File: src/rtl/seq_alu_system_if.sv
// ---------------------------------------------------------------------------
// seq_alu_system_if
// Request/result bundle for the sequential ALU system.
//   start       request pulse, only looked at while the ALU is idle
//   op          opcode: 00 add, 01 sub, 10 and, 11 mul
//   inpA, inpB  operands, WIDTH bits
//   solution    last result (registered)
//   ovf         overflow/borrow flag of the last result (registered)
//   busy        high from an accepted request until the FSM is idle again
//   done        high while the FSM sits in DONE
//   prStateLed  present state code
//   nxStateLed  state code that the next tick edge will load
// Modports: master drives the request side, slave is the ALU itself.
// ---------------------------------------------------------------------------
interface seq_alu_system_if #(
    parameter int WIDTH = 4
);
    logic             start;
    logic [1:0]       op;
    logic [WIDTH-1:0] inpA;
    logic [WIDTH-1:0] inpB;
    logic [WIDTH-1:0] solution;
    logic             ovf;
    logic             busy;
    logic             done;
    logic [2:0]       prStateLed;
    logic [2:0]       nxStateLed;

    modport master (
        output start, op, inpA, inpB,
        input  solution, ovf, busy, done, prStateLed, nxStateLed
    );

    modport slave (
        input  start, op, inpA, inpB,
        output solution, ovf, busy, done, prStateLed, nxStateLed
    );
endinterface

File: src/rtl/seq_alu_system.sv
// ---------------------------------------------------------------------------
// seq_alu_system
// Multi-cycle ALU: controller FSM, operand/accumulator datapath and a tick
// divider in one block. The FSM only moves on tick edges; multiplication is
// done by repeated addition, one addition per tick.
// Parameters:
//   WIDTH     operand/result width (>= 2)
//   TICK_DIV  FSM advances once every TICK_DIV clocks (>= 1)
// Ports:
//   clk    system clock, rising edge
//   reset  asynchronous, active-low reset
//   bus    seq_alu_system_if slave modport (request, result, state LEDs)
// Build option:
//   SEQ_ALU_SAT_EN  when defined, add/mul overflow saturates to all-ones and
//                   a subtract borrow saturates to zero; ovf is still set.
//                   When undefined, results wrap modulo 2^WIDTH.
// ---------------------------------------------------------------------------
module seq_alu_system #(
    parameter int WIDTH    = 4,
    parameter int TICK_DIV = 8
) (
    input logic             clk,
    input logic             reset,
    seq_alu_system_if.slave bus
);

    localparam int CNT_W = (TICK_DIV > 1) ? $clog2(TICK_DIV) : 1;

    localparam logic [2:0] S_IDLE = 3'd0;
    localparam logic [2:0] S_LOAD = 3'd1;
    localparam logic [2:0] S_EXEC = 3'd2;
    localparam logic [2:0] S_MULT = 3'd3;
    localparam logic [2:0] S_DONE = 3'd4;

    localparam logic [1:0] OP_ADD = 2'b00;
    localparam logic [1:0] OP_SUB = 2'b01;
    localparam logic [1:0] OP_AND = 2'b10;
    localparam logic [1:0] OP_MUL = 2'b11;

    logic [CNT_W-1:0] tickCnt_q, tickCnt_d;
    logic [2:0]       state_q, state_d, stateNext;
    logic             pending_q, pending_d;
    logic             busy_q, busy_d;
    logic [WIDTH-1:0] regA_q, regA_d;
    logic [WIDTH-1:0] regB_q, regB_d;
    logic [1:0]       regOp_q, regOp_d;
    logic [WIDTH-1:0] acc_q, acc_d;
    logic [WIDTH-1:0] iter_q, iter_d;
    logic             sticky_q, sticky_d;
    logic [WIDTH-1:0] solution_q, solution_d;
    logic             ovf_q, ovf_d;

    logic             tick;
    logic [WIDTH:0]   addExt;
    logic [WIDTH:0]   accExt;

    assign tick   = (tickCnt_q == CNT_W'(TICK_DIV - 1));
    assign addExt = {1'b0, regA_q} + {1'b0, regB_q};
    assign accExt = {1'b0, acc_q} + {1'b0, regA_q};

    // Next-state decode, independent of tick so it can drive nxStateLed;
    // the state register only takes it on a tick edge.
    always_comb begin
        stateNext = S_IDLE;
        case (state_q)
            S_IDLE:  stateNext = (bus.start || pending_q) ? S_LOAD : S_IDLE;
            S_LOAD:  stateNext = (regOp_q == OP_MUL) ? S_MULT : S_EXEC;
            S_EXEC:  stateNext = S_DONE;
            S_MULT:  stateNext = (iter_q == '0) ? S_DONE : S_MULT;
            S_DONE:  stateNext = S_IDLE;
            default: stateNext = S_IDLE;
        endcase
    end

    // Datapath next values. Capture happens on any clock in IDLE, everything
    // else only on tick edges.
    always_comb begin
        tickCnt_d  = tick ? '0 : tickCnt_q + 1'b1;
        state_d    = tick ? stateNext : state_q;
        pending_d  = pending_q;
        busy_d     = busy_q;
        regA_d     = regA_q;
        regB_d     = regB_q;
        regOp_d    = regOp_q;
        acc_d      = acc_q;
        iter_d     = iter_q;
        sticky_d   = sticky_q;
        solution_d = solution_q;
        ovf_d      = ovf_q;

        if (state_q == S_IDLE && bus.start && !pending_q) begin
            regA_d    = bus.inpA;
            regB_d    = bus.inpB;
            regOp_d   = bus.op;
            pending_d = 1'b1;
            busy_d    = 1'b1;
        end

        if (tick) begin
            case (state_q)
                S_IDLE: begin
                    // A start on the tick edge itself is captured above and
                    // consumed here in the same edge.
                    if (bus.start || pending_q) begin
                        pending_d = 1'b0;
                    end
                end
                S_LOAD: begin
                    if (regOp_q == OP_MUL) begin
                        acc_d    = '0;
                        iter_d   = regB_q;
                        sticky_d = 1'b0;
                    end
                end
                S_EXEC: begin
                    case (regOp_q)
                        OP_ADD: begin
                            solution_d = addExt[WIDTH-1:0];
                            ovf_d      = addExt[WIDTH];
`ifdef SEQ_ALU_SAT_EN
                            if (addExt[WIDTH]) solution_d = '1;
`endif
                        end
                        OP_SUB: begin
                            solution_d = regA_q - regB_q;
                            ovf_d      = (regA_q < regB_q);
`ifdef SEQ_ALU_SAT_EN
                            if (regA_q < regB_q) solution_d = '0;
`endif
                        end
                        OP_AND: begin
                            solution_d = regA_q & regB_q;
                            ovf_d      = 1'b0;
                        end
                        default: begin
                            solution_d = solution_q;
                            ovf_d      = ovf_q;
                        end
                    endcase
                end
                S_MULT: begin
                    // The sticky flag remembers any carry out of the running
                    // sum, i.e. whether the true product exceeded WIDTH bits.
                    if (iter_q == '0) begin
                        solution_d = acc_q;
                        ovf_d      = sticky_q;
`ifdef SEQ_ALU_SAT_EN
                        if (sticky_q) solution_d = '1;
`endif
                    end else begin
                        acc_d    = accExt[WIDTH-1:0];
                        sticky_d = sticky_q | accExt[WIDTH];
                        iter_d   = iter_q - 1'b1;
                    end
                end
                S_DONE: begin
                    busy_d = 1'b0;
                end
                default: begin
                    busy_d    = 1'b0;
                    pending_d = 1'b0;
                end
            endcase
        end
    end

    // State and datapath registers; reset aborts any operation in flight.
    always_ff @(posedge clk or negedge reset) begin
        if (!reset) begin
            tickCnt_q  <= '0;
            state_q    <= S_IDLE;
            pending_q  <= 1'b0;
            busy_q     <= 1'b0;
            regA_q     <= '0;
            regB_q     <= '0;
            regOp_q    <= 2'b00;
            acc_q      <= '0;
            iter_q     <= '0;
            sticky_q   <= 1'b0;
            solution_q <= '0;
            ovf_q      <= 1'b0;
        end else begin
            tickCnt_q  <= tickCnt_d;
            state_q    <= state_d;
            pending_q  <= pending_d;
            busy_q     <= busy_d;
            regA_q     <= regA_d;
            regB_q     <= regB_d;
            regOp_q    <= regOp_d;
            acc_q      <= acc_d;
            iter_q     <= iter_d;
            sticky_q   <= sticky_d;
            solution_q <= solution_d;
            ovf_q      <= ovf_d;
        end
    end

    assign bus.solution   = solution_q;
    assign bus.ovf        = ovf_q;
    assign bus.busy       = busy_q;
    assign bus.done       = (state_q == S_DONE);
    assign bus.prStateLed = state_q;
    assign bus.nxStateLed = stateNext;

endmodule

File: src/flat_wrapper.sv
// flat-port wrapper written by rule: the top's interface ports become plain ports
module seq_alu_system_flat 
#(
    parameter int WIDTH    = 4,
    parameter int TICK_DIV = 8
)
  (clk, reset, bus_start, bus_op, bus_inpA, bus_inpB, bus_solution, bus_ovf, bus_busy, bus_done, bus_prStateLed, bus_nxStateLed);
  seq_alu_system_if #(.WIDTH(WIDTH)) bus_i ();
  input logic clk;
  input logic reset;
  input wire logic [$bits(bus_i.start)-1:0] bus_start;
  input wire logic [$bits(bus_i.op)-1:0] bus_op;
  input wire logic [$bits(bus_i.inpA)-1:0] bus_inpA;
  input wire logic [$bits(bus_i.inpB)-1:0] bus_inpB;
  output wire logic [$bits(bus_i.solution)-1:0] bus_solution;
  output wire logic [$bits(bus_i.ovf)-1:0] bus_ovf;
  output wire logic [$bits(bus_i.busy)-1:0] bus_busy;
  output wire logic [$bits(bus_i.done)-1:0] bus_done;
  output wire logic [$bits(bus_i.prStateLed)-1:0] bus_prStateLed;
  output wire logic [$bits(bus_i.nxStateLed)-1:0] bus_nxStateLed;
  assign bus_i.start = bus_start;
  assign bus_i.op = bus_op;
  assign bus_i.inpA = bus_inpA;
  assign bus_i.inpB = bus_inpB;
  assign bus_solution = bus_i.solution;
  assign bus_ovf = bus_i.ovf;
  assign bus_busy = bus_i.busy;
  assign bus_done = bus_i.done;
  assign bus_prStateLed = bus_i.prStateLed;
  assign bus_nxStateLed = bus_i.nxStateLed;
  seq_alu_system #(.WIDTH(WIDTH), .TICK_DIV(TICK_DIV)) u_core (.clk(clk), .reset(reset), .bus(bus_i));
endmodule
File: config.mk
export PLATFORM = sky130hd
export DESIGN_NAME = seq_alu_system_flat
export DESIGN_NICKNAME = d
export VERILOG_FILES = /design/src/rtl/seq_alu_system_if.sv /design/src/rtl/seq_alu_system.sv /design/src/flat_wrapper.sv
export SDC_FILE = /design/constraint.sdc
export NUM_CORES = 1
export LEC_CHECK = 0
export ABC_AREA = 1
export ABC_CLOCK_PERIOD_IN_PS = 2100
export BUFFER_PORTS_ARGS = -buffer_cell sky130_fd_sc_hd__clkbuf_2
export CAP_MARGIN = 0
export CORE_UTILIZATION = 45
export CTS_CLUSTER_SIZE = 28
export DETAILED_ROUTE_END_ITERATION = 12
export PLACE_DENSITY = 0.61
export SETUP_SLACK_MARGIN = 0.3
export SLEW_MARGIN = 20
export SYNTH_ARGS = -nofsm -noshare
export SYNTH_HDL_FRONTEND = slang
export SYNTH_SLANG_ARGS = --single-unit
File: constraint.sdc
create_clock -name clk -period 2.1 [get_ports clk]
set_input_delay 0.105 -clock clk [delete_from_list [all_inputs] [get_ports clk]]
set_output_delay 0.105 -clock clk [all_outputs]
set_load 0.005 [all_outputs]
Word-level counts from Yosys, hierarchy flattened

Index checks and enable logic that the tools add are counted.

Input bits: 13
Output and inout port bits: 13
Bits in writable memories: 0
ROM bits: 0
Memories: 0
Flip-flop bits (word level): 32
Bits in latches: 0

Magnitude comparators: 1
Muxes and demuxes: 27
Reductions and logical operators: 13
Add/sub/neg operators: 5
Shifts and indexed selects: 0
Bitwise gates (word level): 2
Eq/ne operators: 12
Div/mod/pow operators: 0
$mul: 0

Operators by type and width:

| cell                                                                  | number |
|---|---|
| 4-bit case mux with 2 select lines                                    | 3 |
| 4-bit two-way mux                                                     | 5 |
| 3-bit case mux with 4 select lines                                    | 1 |
| 4-bit case mux with 3 select lines                                    | 1 |
| 1-bit two-way mux                                                     | 11 |
| 4-bit by 4-bit adder with 5-bit output                                | 2 |
| 4-bit AND reduction                                                   | 2 |
| 4-bit OR reduction                                                    | 2 |
| 3-bit by 2-bit equality test with 1-bit output, second input constant | 2 |
| 3-bit equality test, second input constant                            | 2 |
| 3-bit two-way mux                                                     | 2 |
| 1-bit case mux with 2 select lines                                    | 3 |
| 4-bit bitwise AND                                                     | 1 |
| 2-bit equality test, second input constant                            | 2 |
| 4-bit zero test                                                       | 1 |
| 4-bit less-than comparator                                            | 1 |
| 2-bit by 1-bit != test with 1-bit output, second input constant       | 2 |
| 4-bit by 1-bit != test with 1-bit output, second input constant       | 1 |
| 2-bit nonzero test                                                    | 2 |
| 4-bit by 1-bit subtractor with 4-bit output, second input constant    | 1 |
| 4-bit subtractor                                                      | 1 |
| 3-bit by 1-bit adder with 3-bit output, second input constant         | 1 |
| 3-bit by 1-bit equality test with 1-bit output, second input constant | 1 |
| 3-bit zero test                                                       | 1 |
| 8 further kinds                                                       | 9 |

Logic depth before layout (Yosys ltp)

Word-level depth: 7
Depth in mapped cells: 10
Mapped depth without buffers: 10

Worst setup path after synthesis

Ideal clock, no wire load.

Path type: register to register
Start point: register u_core.regB_q[0]
End point: register u_core.ovf_q, in the netlist u_core.bus.ovf
Path slack: 0.529 ns
Setup time: 0.116 ns
Arrival time: 1.454 ns
Stages on the path, launching flop included: 9
Cells stage by stage: dfrtp_1 > ha_1 > fa_1 > nor2_1 > o21ai_0 > a21oi_1 > nand2_1 > nand2_1 > nand2_1

Cells in the longest elaborated chain, start to end: 3
Elaborated cells between the ends (all ways): 4
Those cells by class: 1 x add/sub; 1 x order compare; 2 x mux

RTL lines:

| item                                                                                        | line                                        | source |
|---|---|---|
| from (decl)                                                                                 | seq_alu_system.sv:45                        | `logic [WIDTH-1:0] regB_q, regB_d;` |
| from (signal assigned)                                                                      | seq_alu_system.sv:188                       | `regB_q <= regB_d;` |
| 4-bit by 4-bit adder with 5-bit output / 4-bit less-than comparator (equally long branches) | seq_alu_system.sv:58, seq_alu_system.sv:126 |  |
| 1-bit case mux with 3 select lines (*)                                                      | seq_alu_system.sv:116                       | `case (regOp_q)` |
| 1-bit case mux with 2 select lines (*)                                                      | seq_alu_system.sv:100                       | `case (state_q)` |
| to (signal assigned)                                                                        | seq_alu_system.sv:194                       | `ovf_q <= ovf_d;` |
| to (decl)                                                                                   | seq_alu_system.sv:51                        | `logic ovf_q, ovf_d;` |

Mark *: on every way between the ends. The rest lies on a longest branch, timed or not.
A chain may end at the register's enable or synchronous reset.

Worst setup path in the final report

Ends and elaborated chain as after synthesis.

==> out/metrics.yaml <==
ys.flop_type: "dfrtp_1"
drive_gt1_frac: 0.216
drt_iter0_drc: 140
synth_top_area_cell: "dfrtp_1"
clk_latency_ns: 0.29
synth_top_area_frac: 0.389
synth_edf_count: 0
met3_usage: 0.0480
via_per_inst: 4.88
drc: 0
setup-tns-final_ns: 0
crit_path_end_kind: "flop"
dieArea_um2: 4850
finalPower_w: 0.00114
clockPowerShare: 0.438
ys_types: 28
crit_type: "reg -> reg"
cp_data_arrival_time_ns: 1.87
dr.pass1.iters: 4
start_util: 0.470
syn_to_final_growth_pct: 12.5
fin_area_um2: 2320
relSlewSlack: 0.451
ir_drop_mv: 0.389
intPower_w: 0.000886
synthTopCellsByCount: "nand2_1 (63), dfrtp_1 (32), inv_1 (30)"
syn_inst: 251
diodes: 0
worstRegToRegCells: 8
final_core_util: 0.529
cts_sinks: 32
antenna_found_initial: 0
grt_pass1_vias: 1591
cap_viol_max_count: 0
io_buffers: 25
power_density_nw_per_um2: 491
route.antenna.remaining_nets: 0
p_seq_frac: 0.541
layout.area.seq_um2: 801
async_reset_ff_frac: 1.00
r2r_slack_ns: 0.42
setup_viol: 0
yosys_warnings: 0
ys_top_cells_by_area: "dfrtp_1 (39%), ha_1 (12%), nand2_1 (11%)"
grt_max_degree: 33
nets: 316
multi_input_area_um2: 1070
hpwlAfterDp_um: 3160
fmax_mhz: 594
finalWirelength_um: 4170
syn_area_per_cell_um2: 8.21
critPathRequiredTime_ns: 2.28
dpl_cell_area_um2: 2210
crit_end: "u_core.bus.ovf"
clk_pin_slew_worst_paths_ns: 0.07
hp-start: "bus_inpA[2]"
ios: 26
cts_root_buffer: "clkbuf_8"
vias: 1631
cts_tree: "done"
final_max_slew_viol_count: 0
h-tree-depth: 2
post-route-min-period_ns: 1.68
switching_share: 0.222
fill_cells: 437
grt-ovfl-total: 0
wl_per_cell_um: 12.5
synth-seq-cells: 32
ys_seq_area_frac: 0.389
outcome: "complete, no violations"
synth_area_um2: 2060
p_sw_w: 0.000253
r2r-start: "u_core.regB_q[0]"
row_count: 24
worstSetupStartpoint: "u_core.regB_q[0]"
cts_made_buffers: 5
hp-class: "in -> reg"
period_share: 0.802
die_h_um: 69.7
core_area_um2: 4380
synth_nets: 286
critPathMaxFanout: 4
fin_worst_skew_ns: 0.00529
rsz0062_at_grt: "false"
yosysMostFrequentCell: "nand2_1"
p_leak_nw: 1.27
grt_pass1_wl_um: 7380
clk_path_buf_depth: 2
grt.busiest_layer: "met2"
reg2reg_to: "u_core.bus.ovf"
cp-start-kind: "flop"
grt_util_met1: 0.256
die_w_um: 69.7
place_congestion: 0.910
grt_usage: 0.198
worstMarginPinSlew_ns: 0.824
combPwrFrac: 0.021
finalHoldViolations: 0
grt_use_met2: 0.324
## per-layer routing
metal  vias to the layer above  share of wire
met5                         -              0
met4                         0          0.015
met3                         7          0.031
met2                        27           0.47
met1                       740           0.48
li1                        857              -
## power by group through the flow
stage / registers [W] / clock network, W / logic (W)
final: 0.000616 / 0.000499 / 0.0000244
after detailed placement: 0.000628 / 0 / 0.0000245
after floorplan: 0.000628 / 0 / 0.000000000405
after global placement: 0.000628 / 0 / 0.0000242
after global routing: 0.000616 / 0.000538 / 0.0000291
after CTS: 0.000616 / 0.000514 / 0.0000260
## state kept, by name, summed over array words and instances, names as in the netlist
| name | flops |
|---|---|
| u_core.acc_q | 4 |
| u_core.bus.solution | 4 |
| u_core.iter_q | 4 |
| u_core.regA_q | 4 |
| u_core.regB_q | 4 |
| u_core.bus.prStateLed | 3 |
| u_core.tickCnt_q | 3 |
| u_core.regOp_q | 2 |
| u_core.bus.busy | 1 |
| u_core.bus.ovf | 1 |
| u_core.pending_q | 1 |
| u_core.sticky_q | 1 |
## logic make-up (layout without fill, tap and decap cells)
group                      Yosys count  after routing  synth area share
muxes                                1              1           0.00486
DFF                                 32             32             0.389
xor gates and xnor gates             3              3            0.0128
AOI/OAI and AO/OA                   45             45             0.128
buffers and inverters               41             72            0.0911
adders and majority gates           22             22             0.145
and+or+nand+nor                    107            107             0.231
## through the flow
| stage | hold slack, ns | worst slack [ns] | cells |
|---|---|---|---|
| 2_1_floorplan | -0.191 | 0.529 | 251 |
| 3_3_place_gp | 0.251 | 0.444 | 324 |
| 3_5_place_dp | 0.251 | 0.427 | 324 |
| 4_1_cts | 0.00564 | 0.348 | 333 |
| 5_1_grt | 0.0154 | 0.312 | 334 |
| 6_report | 0.00790 | 0.416 | 334 |
## cell usage in the layout, fill, tap and decap left out, types with 3 or more instances in the layout
master / n
nand2_1: 63
dfrtp_1: 32
inv_1: 29
clkbuf_2: 25
nor2_1: 19
ha_1: 19
o21ai_1: 16
nand3_1: 13
a21oi_1: 11
inv_2: 7
o21ai_0: 7
clkbuf_8: 6
o21ai_2: 5
nand2_2: 3
nor2_2: 3
fa_1: 3
## repair_timing
item                                   CTS  global route
setup endpoints to repair                0             5
gates resized for setup                  0             2
endpoints found under the hold margin   32             0
hold buffers                             1             0
setup buffers                            0             1
## layout make-up
cell class,count,share of cell area
multi-input cells,178,0.464
flip-flops and latches,32,0.345
repair buffers,28,0.0648
inverters,36,0.0583
clock buffers,6,0.0356
well taps,52,0.0281
clock inverters,2,0.00432
## how the worst min path moves through the flow
stage | endpoint | slack (ns) | cells past startpoint
floorplan | u_core.acc_q[0] | -0.19 | 0
global placement | u_core.bus.solution[3] | 0.25 | 1
detailed placement | u_core.bus.solution[3] | 0.25 | 1
CTS | u_core.regA_q[2] | 0.006 | 3
global route | u_core.regA_q[2] | 0.02 | 3
finish | u_core.regA_q[2] | 0.008 | 3
## critical path: stages, from the launching register on
cell     delay, ns
dfrtp_1       0.42
ha_1          0.24
fa_1          0.41
nor2_2        0.13
o21ai_0       0.08
a21oi_1       0.13
nand2_1       0.06
nand2_1       0.06
nand2_1       0.04
Power figures use the tool's default switching activity.
